### config.mk
export PLATFORM = sky130hd
export DESIGN_NAME = pc_watch_unit_flat
export DESIGN_NICKNAME = d
export VERILOG_FILES = /design/src/rtl/pc_watch_unit_if.sv /design/src/rtl/pc_watch_unit.sv /design/src/flat_wrapper.sv
export SDC_FILE = /design/constraint.sdc
export NUM_CORES = 1
export LEC_CHECK = 0
export ABC_CLOCK_PERIOD_IN_PS = 5530
export CELL_PAD_IN_SITES_DETAIL_PLACEMENT = 0
export CELL_PAD_IN_SITES_GLOBAL_PLACEMENT = 2
export CORE_ASPECT_RATIO = 2
export CORE_MARGIN = 3
export CORE_UTILIZATION = 33
export DETAILED_ROUTE_END_ITERATION = 16
export DONT_BUFFER_PORTS = 1
export GPL_ROUTABILITY_DRIVEN = 0
export PLACE_DENSITY = 0.67
export SETUP_SLACK_MARGIN = 0.2
export SLEW_MARGIN = 30
export SYNTH_ARGS = -nofsm -noshare
export SYNTH_HDL_FRONTEND = slang
export SYNTH_SLANG_ARGS = --single-unit
### constraint.sdc
create_clock -name clock -period 5.53 [get_ports clock]
set_input_delay 1.106 -clock clock [delete_from_list [all_inputs] [get_ports clock]]
set_output_delay 1.106 -clock clock [all_outputs]
set_load 0.005 [all_outputs]
### src/rtl/pc_watch_unit_if.sv
// pc_watch_unit_if: execution-trace, configuration and status bundle for the PC watchpoint unit.
`default_nettype none

interface pc_watch_unit_if #(
  parameter int NUM_WP    = 4,
  parameter int CNT_WIDTH = 16
);
  localparam int CH_W   = (NUM_WP > 1) ? $clog2(NUM_WP) : 1;
  localparam int LINE_W = 30;

  logic [31:0]               pc;
  logic                      pc_valid;
  logic                      cfg_we;
  logic [CH_W-1:0]           cfg_sel;
  logic [LINE_W-1:0]         cfg_line;
  logic [1:0]                cfg_mode;
  logic [CNT_WIDTH-1:0]      cfg_target;
  logic                      clr;
  logic                      resume;
  logic [NUM_WP-1:0]         hit_pulse;
  logic [NUM_WP*CNT_WIDTH-1:0] hit_count;
  logic                      halt;
  logic [CH_W-1:0]           halt_id;

  modport master (
    output pc, pc_valid, cfg_we, cfg_sel, cfg_line, cfg_mode, cfg_target, clr, resume,
    input  hit_pulse, hit_count, halt, halt_id
  );

  modport slave (
    input  pc, pc_valid, cfg_we, cfg_sel, cfg_line, cfg_mode, cfg_target, clr, resume,
    output hit_pulse, hit_count, halt, halt_id
  );
endinterface

`default_nettype wire

### src/rtl/pc_watch_unit.sv
// pc_watch_unit: per-channel instruction-line watchpoints with hit counters and a RUN/HALTED FSM.
// Optional macro PCWATCH_SATURATE_EN makes counters saturate at all-ones instead of wrapping.
`default_nettype none

module pc_watch_unit #(
  parameter int NUM_WP    = 4,
  parameter int CNT_WIDTH = 16
) (
  input  logic           clock,
  input  logic           nreset,
  pc_watch_unit_if.slave bus
);

  localparam int CH_W   = (NUM_WP > 1) ? $clog2(NUM_WP) : 1;
  localparam int LINE_W = 30;

  typedef enum logic [0:0] {
    ST_RUN    = 1'b0,
    ST_HALTED = 1'b1
  } state_e;

  state_e            state_q, state_d;
  logic [CH_W-1:0]   halt_id_q, halt_id_d;
  logic [NUM_WP-1:0] hit_w;
  logic [NUM_WP-1:0] halting_w;
  logic [NUM_WP-1:0] hit_pulse_q;
  logic              any_halt_w;
  logic [CH_W-1:0]   halt_idx_w;
  logic              unused_pc_bits;

  assign unused_pc_bits = ^bus.pc[1:0];

  for (genvar c = 0; c < NUM_WP; c++) begin : g_ch
    logic [LINE_W-1:0]    line_q;
    logic [1:0]           mode_q;
    logic [CNT_WIDTH-1:0] target_q;
    logic [CNT_WIDTH-1:0] cnt_q;
    logic [CNT_WIDTH-1:0] inc_w;
    logic                 sel_w;

    // Out-of-range selects match no channel, so such writes are dropped.
    assign sel_w = bus.cfg_we && (bus.cfg_sel == CH_W'(c));

`ifdef PCWATCH_SATURATE_EN
    assign inc_w = (&cnt_q) ? cnt_q : cnt_q + CNT_WIDTH'(1);
`else
    assign inc_w = cnt_q + CNT_WIDTH'(1);
`endif

    assign hit_w[c] = (state_q == ST_RUN) && bus.pc_valid &&
                      (mode_q != 2'b00) && (bus.pc[31:2] == line_q);

    assign halting_w[c] = hit_w[c] &&
                          ((mode_q == 2'b10) ||
                           ((mode_q == 2'b11) && (target_q != '0) && (inc_w == target_q)));

    always_ff @(posedge clock or negedge nreset) begin
      if (!nreset) begin
        line_q   <= '0;
        mode_q   <= 2'b00;
        target_q <= '0;
      end else if (sel_w) begin
        line_q   <= bus.cfg_line;
        mode_q   <= bus.cfg_mode;
        target_q <= bus.cfg_target;
      end
    end

    // Clear and reconfiguration both win over a coincident increment.
    always_ff @(posedge clock or negedge nreset) begin
      if (!nreset) begin
        cnt_q <= '0;
      end else if (bus.clr || sel_w) begin
        cnt_q <= '0;
      end else if (hit_w[c]) begin
        cnt_q <= inc_w;
      end
    end

    assign bus.hit_count[c*CNT_WIDTH +: CNT_WIDTH] = cnt_q;
  end

  always_comb begin
    any_halt_w = 1'b0;
    halt_idx_w = '0;
    for (int i = NUM_WP - 1; i >= 0; i--) begin
      if (halting_w[i]) begin
        any_halt_w = 1'b1;
        halt_idx_w = CH_W'(i);
      end
    end
  end

  always_comb begin
    state_d   = state_q;
    halt_id_d = halt_id_q;
    case (state_q)
      ST_RUN: begin
        if (any_halt_w) begin
          state_d   = ST_HALTED;
          halt_id_d = halt_idx_w;
        end
      end
      ST_HALTED: begin
        if (bus.resume) begin
          state_d = ST_RUN;
        end
      end
      default: state_d = ST_RUN;
    endcase
  end

  always_ff @(posedge clock or negedge nreset) begin
    if (!nreset) begin
      state_q     <= ST_RUN;
      halt_id_q   <= '0;
      hit_pulse_q <= '0;
    end else begin
      state_q     <= state_d;
      halt_id_q   <= halt_id_d;
      hit_pulse_q <= hit_w;
    end
  end

  assign bus.hit_pulse = hit_pulse_q;
  assign bus.halt      = (state_q == ST_HALTED);
  assign bus.halt_id   = halt_id_q;

endmodule

`default_nettype wire

### src/flat_wrapper.sv
// flat-port wrapper written by rule: the top's interface ports become plain ports
module pc_watch_unit_flat 
#(
  parameter int NUM_WP    = 4,
  parameter int CNT_WIDTH = 16
)
  (clock, nreset, bus_pc, bus_pc_valid, bus_cfg_we, bus_cfg_sel, bus_cfg_line, bus_cfg_mode, bus_cfg_target, bus_clr, bus_resume, bus_hit_pulse, bus_hit_count, bus_halt, bus_halt_id);
  pc_watch_unit_if #(.NUM_WP(NUM_WP), .CNT_WIDTH(CNT_WIDTH)) bus_i ();
  input  logic clock;
  input  logic nreset;
  input wire logic [$bits(bus_i.pc)-1:0] bus_pc;
  input wire logic [$bits(bus_i.pc_valid)-1:0] bus_pc_valid;
  input wire logic [$bits(bus_i.cfg_we)-1:0] bus_cfg_we;
  input wire logic [$bits(bus_i.cfg_sel)-1:0] bus_cfg_sel;
  input wire logic [$bits(bus_i.cfg_line)-1:0] bus_cfg_line;
  input wire logic [$bits(bus_i.cfg_mode)-1:0] bus_cfg_mode;
  input wire logic [$bits(bus_i.cfg_target)-1:0] bus_cfg_target;
  input wire logic [$bits(bus_i.clr)-1:0] bus_clr;
  input wire logic [$bits(bus_i.resume)-1:0] bus_resume;
  output wire logic [$bits(bus_i.hit_pulse)-1:0] bus_hit_pulse;
  output wire logic [$bits(bus_i.hit_count)-1:0] bus_hit_count;
  output wire logic [$bits(bus_i.halt)-1:0] bus_halt;
  output wire logic [$bits(bus_i.halt_id)-1:0] bus_halt_id;
  assign bus_i.pc = bus_pc;
  assign bus_i.pc_valid = bus_pc_valid;
  assign bus_i.cfg_we = bus_cfg_we;
  assign bus_i.cfg_sel = bus_cfg_sel;
  assign bus_i.cfg_line = bus_cfg_line;
  assign bus_i.cfg_mode = bus_cfg_mode;
  assign bus_i.cfg_target = bus_cfg_target;
  assign bus_i.clr = bus_clr;
  assign bus_i.resume = bus_resume;
  assign bus_hit_pulse = bus_i.hit_pulse;
  assign bus_hit_count = bus_i.hit_count;
  assign bus_halt = bus_i.halt;
  assign bus_halt_id = bus_i.halt_id;
  pc_watch_unit #(.NUM_WP(NUM_WP), .CNT_WIDTH(CNT_WIDTH)) u_core (.clock(clock), .nreset(nreset), .bus(bus_i));
endmodule
==> metrics.yaml <==
hold_slack_ns: 0.266
fin_crit_sh_pct: 59.4
drc: 0
grt_pass1_vias: 9900
path_buf_inv: 0
cts.sinks: 263
die_h_um: 293
place_hpwl_mm: 31.4
via_count: 9018
io_buffers: 0
outcome: "complete, no violations"
r2r-end: "u_core.bus.halt_id[1]$_DFFE_PN0P_"
powerDensity_mw_per_mm2: 335
cp-start-kind: "register"
ir_drop_mv: 0.237
fp.dieW_um: 150
cts_hold_buf: 0
drtAntennaViolNets: 0
fmax_mhz: 305
syn_nets: 1290
switchingPower_uw: 1340
fin_area_mm2: 0.0150
synthesis.area_mm2: 0.0136
required_ns: 5.96
cts_setup_buffers: 0
p_leak_uw: 0.00602
cpMaxStageDelayCell: "o41ai_1"
vias_per_cell: 5.20
period_needed_ns: 3.28
cts_resized: 0
crit_top_cell: "nand4_1"
relSlewSlack_pct: 41.2
die_area_mm2: 0.0439
grt_first_pass_wirelength_mm: 63.1
maxCapViolCount: 0
syn_avg_cell_area_um2: 11.4
slowest_delay_ns: 0.57
placed_area_mm2: 0.0142
finalClockSkew_ns: 0.0125
layout-drive-gt1-share_pct: 21.1
p_sw_share_pct: 26.6
seqPwrFrac_pct: 48.0
cts_buffer_depth: 3
coreArea_mm2: 0.0405
clk_pin_slew_worst_paths_ns: 0.06
ys_async_sr_fraction_pct: 100
grt_start_max_net_pins: 264
antenna_found_initial: 0
ioPinCount: 159
post_drt_wl_per_cell_um: 24.3
cp.arrival_ns: 3.72
syn2layout_area_growth_pct: 10.5
worstSetupPathType: "reg2reg"
synth-edff-count: 0
dp.cells: 1688
start_util_pct: 33.6
cts_inserted_buffers: 27
grtUsageTotal_pct: 19.3
cts_tree: "done"
finalNonFillerCells: 1734
drv_slew: 0
path_max_fanout: 9
dr.pass1.iters: 4
grt-ovfl-total: 0
finish.utilization_pct: 37.2
drt_iter0_markers: 236
rsz0062_at_grt: "false"
finalHoldViolations: 0
rows: 104
p_int_uw: 3700
postSynthCellCount: 1198
setup_tns_ns: 0
crit_chain: "ha_1 > nand3_1 > nor3_1 > nand4_1 > xnor2_1 > nand4_1 > o41ai_1 > and3_1 > a31oi_1 > nor2b_1"
clockRootBuffer: "clkbuf_16"
r2r_slack_ns: 2.25
yosysWarnings: 0
drt_wl_total_mm: 42.2
worst_r2r_path_depth: 10
ys.flop_type: "dfrtp_1"
setup_viol: 0
final_nets: 1279
share_clk_of_total_power_pct: 37.5
hold_path.class: "in2async"
critical_path.endpoint_type: "register"
synth.ff_latch_count: 263
r2r-start: "u_core.g_ch[0].cnt_q[0]$_DFFE_PN0P_"
htreeDepth: 1
clkLatencyLatePin_ns: 0.55
antenna_cells: 0
cp_top_family: "simple AND/OR/NAND/NOR gates"
worst_pin_slew_ns: 0.882
p_comb_share_pct: 14.5
synth-seq-area-share_pct: 48.4
yosysUniqueCellTypes: 59
==> synthesized netlist by cell type, drive strengths merged (2+ instances only) <==
master   instances  area share, %
a31oi            4           0.18
clkbuf          25           0.69
buf             22           0.69
o31ai            3           0.17
and2             2           0.10
a22oi            2           0.11
mux2i            5           0.37
nor3b            3           0.17
or3             14           0.64
o22ai            3           0.14
xnor2           88            5.7
and4             6           0.39
xor2           166             11
o211ai           4           0.22
o221ai           3           0.19
nor4            51            2.3
dfrtp          263             48
nand3b           4           0.22
a2111oi          3           0.19
inv             12           0.33
nand2b          12           0.55
nand4           29            1.3
o21ai           21           0.77
ha               4           0.37
nand2           50            1.4
or2              2          0.092
nor2            84            2.3
a21oi           24           0.91
o41ai            4           0.31
o2111ai          2           0.13
nor3            25           0.99
and3            13           0.63
mux2           191             16
nor2b            4           0.18
a41oi            2           0.13
nand3           32            1.2
==> per-stage QoR <==
step           worst slack (ns)  power [µW]
6_report                   2.25        5040
5_1_grt                    1.95        5290
4_1_cts                    2.21        5130
3_5_place_dp               1.70        3200
3_3_place_gp               1.71        3170
2_1_floorplan              2.67        2970
==> cell usage in the layout (no fill, tap or decap), drive strengths merged, types with 3 or more instances in the layout <==
cell       n
o22ai      3
bufinv     3
xor2     166
nand3     32
xnor2     88
inv       13
mux2i      5
a21oi     24
dfrtp    263
a2111oi    3
and3      13
and4       6
buf        7
mux2     191
nand3b     4
clkbuf    38
nor2b      4
nor2      84
o221ai     3
ha         4
nor4      51
nand4     29
o31ai      3
o21ai     21
nand2     50
nor3      25
nand2b    12
a31oi      4
o41ai      4
o211ai     4
nor3b      3
or3       14
clkinv     3
==> flip-flops by register name, indices dropped and copies added, names as in the netlist <==
register	cells
u_core.g_ch.line_q	120
u_core.g_ch.target_q	64
u_core.bus.hit_pulse	4
u_core.bus.halt_id	2
u_core.g_ch.cnt_q	64
u_core.g_ch.mode_q	8
u_core.bus.halt	1
==> logic make-up after synthesis <==
family,Yosys count,share of synthesized area [%]
AOI/OAI and AO/OA,88,4.34
muxes,196,16.2
xor gates and xnor gates,254,16.3
buffers and inverters,59,1.71
DFF,263,48.4
and+or+nand+nor,334,12.7
adders and majority gates,4,0.368
==> power groups by stage <==
stage	sequential, µW	clock (µW)	combinational, µW
global route	2450	2030	801
finish	2420	1890	730
floorplan	2390	0	583
CTS	2420	1960	746
global placement	2450	0	728
detailed placement	2460	0	743
==> how the worst max path moves through the flow <==
stage	start	end	cells past startpoint
global placement	bus_pc[20]	u_core.g_ch[0].cnt_q[12]$_DFFE_PN0P_	8
finish	u_core.g_ch[0].cnt_q[0]$_DFFE_PN0P_	u_core.bus.halt_id[1]$_DFFE_PN0P_	10
floorplan	bus_pc[14]	u_core.g_ch[1].cnt_q[13]$_DFFE_PN0P_	8
detailed placement	bus_pc[20]	u_core.g_ch[0].cnt_q[12]$_DFFE_PN0P_	8
CTS	u_core.g_ch[0].cnt_q[0]$_DFFE_PN0P_	u_core.bus.halt_id[1]$_DFFE_PN0P_	10
global route	u_core.g_ch[0].cnt_q[0]$_DFFE_PN0P_	u_core.bus.halt_id[1]$_DFFE_PN0P_	10
==> cell type report <==
cell class | instances | area, µm²
Fill cell | 4047 | 25400
Sequential cell | 263 | 6580
Clock buffer | 38 | 767
Timing Repair Buffer | 7 | 52.6
Clock inverter | 8 | 121
Multi-Input combinational cell | 876 | 6810
Inverter | 12 | 45.0
Tap cell | 530 | 663
==> worst reg2reg max path, stage by stage, from the launching register on <==
cell     delay (ns)
dfrtp_1        0.52
ha_1           0.27
nand3_1        0.25
nor3_1         0.43
nand4_1        0.21
xnor2_1        0.24
nand4_1        0.14
o41ai_1        0.57
and3_1         0.30
a31oi_1        0.08
nor2b_1        0.15
==> routing by layer <==
| metal | vias to the layer above | part of all wire [%] | track usage, % |
|---|---|---|---|
| met5 | - | 0 | 0 |
| met4 | 0 | 4.1 | 7.67 |
| met3 | 57 | 5.3 | 4.35 |
| met2 | 191 | 58 | 39.1 |
| met1 | 4569 | 33 | 18.0 |
| li1 | 4201 | - | - |
(Power assumes the default switching activity.)
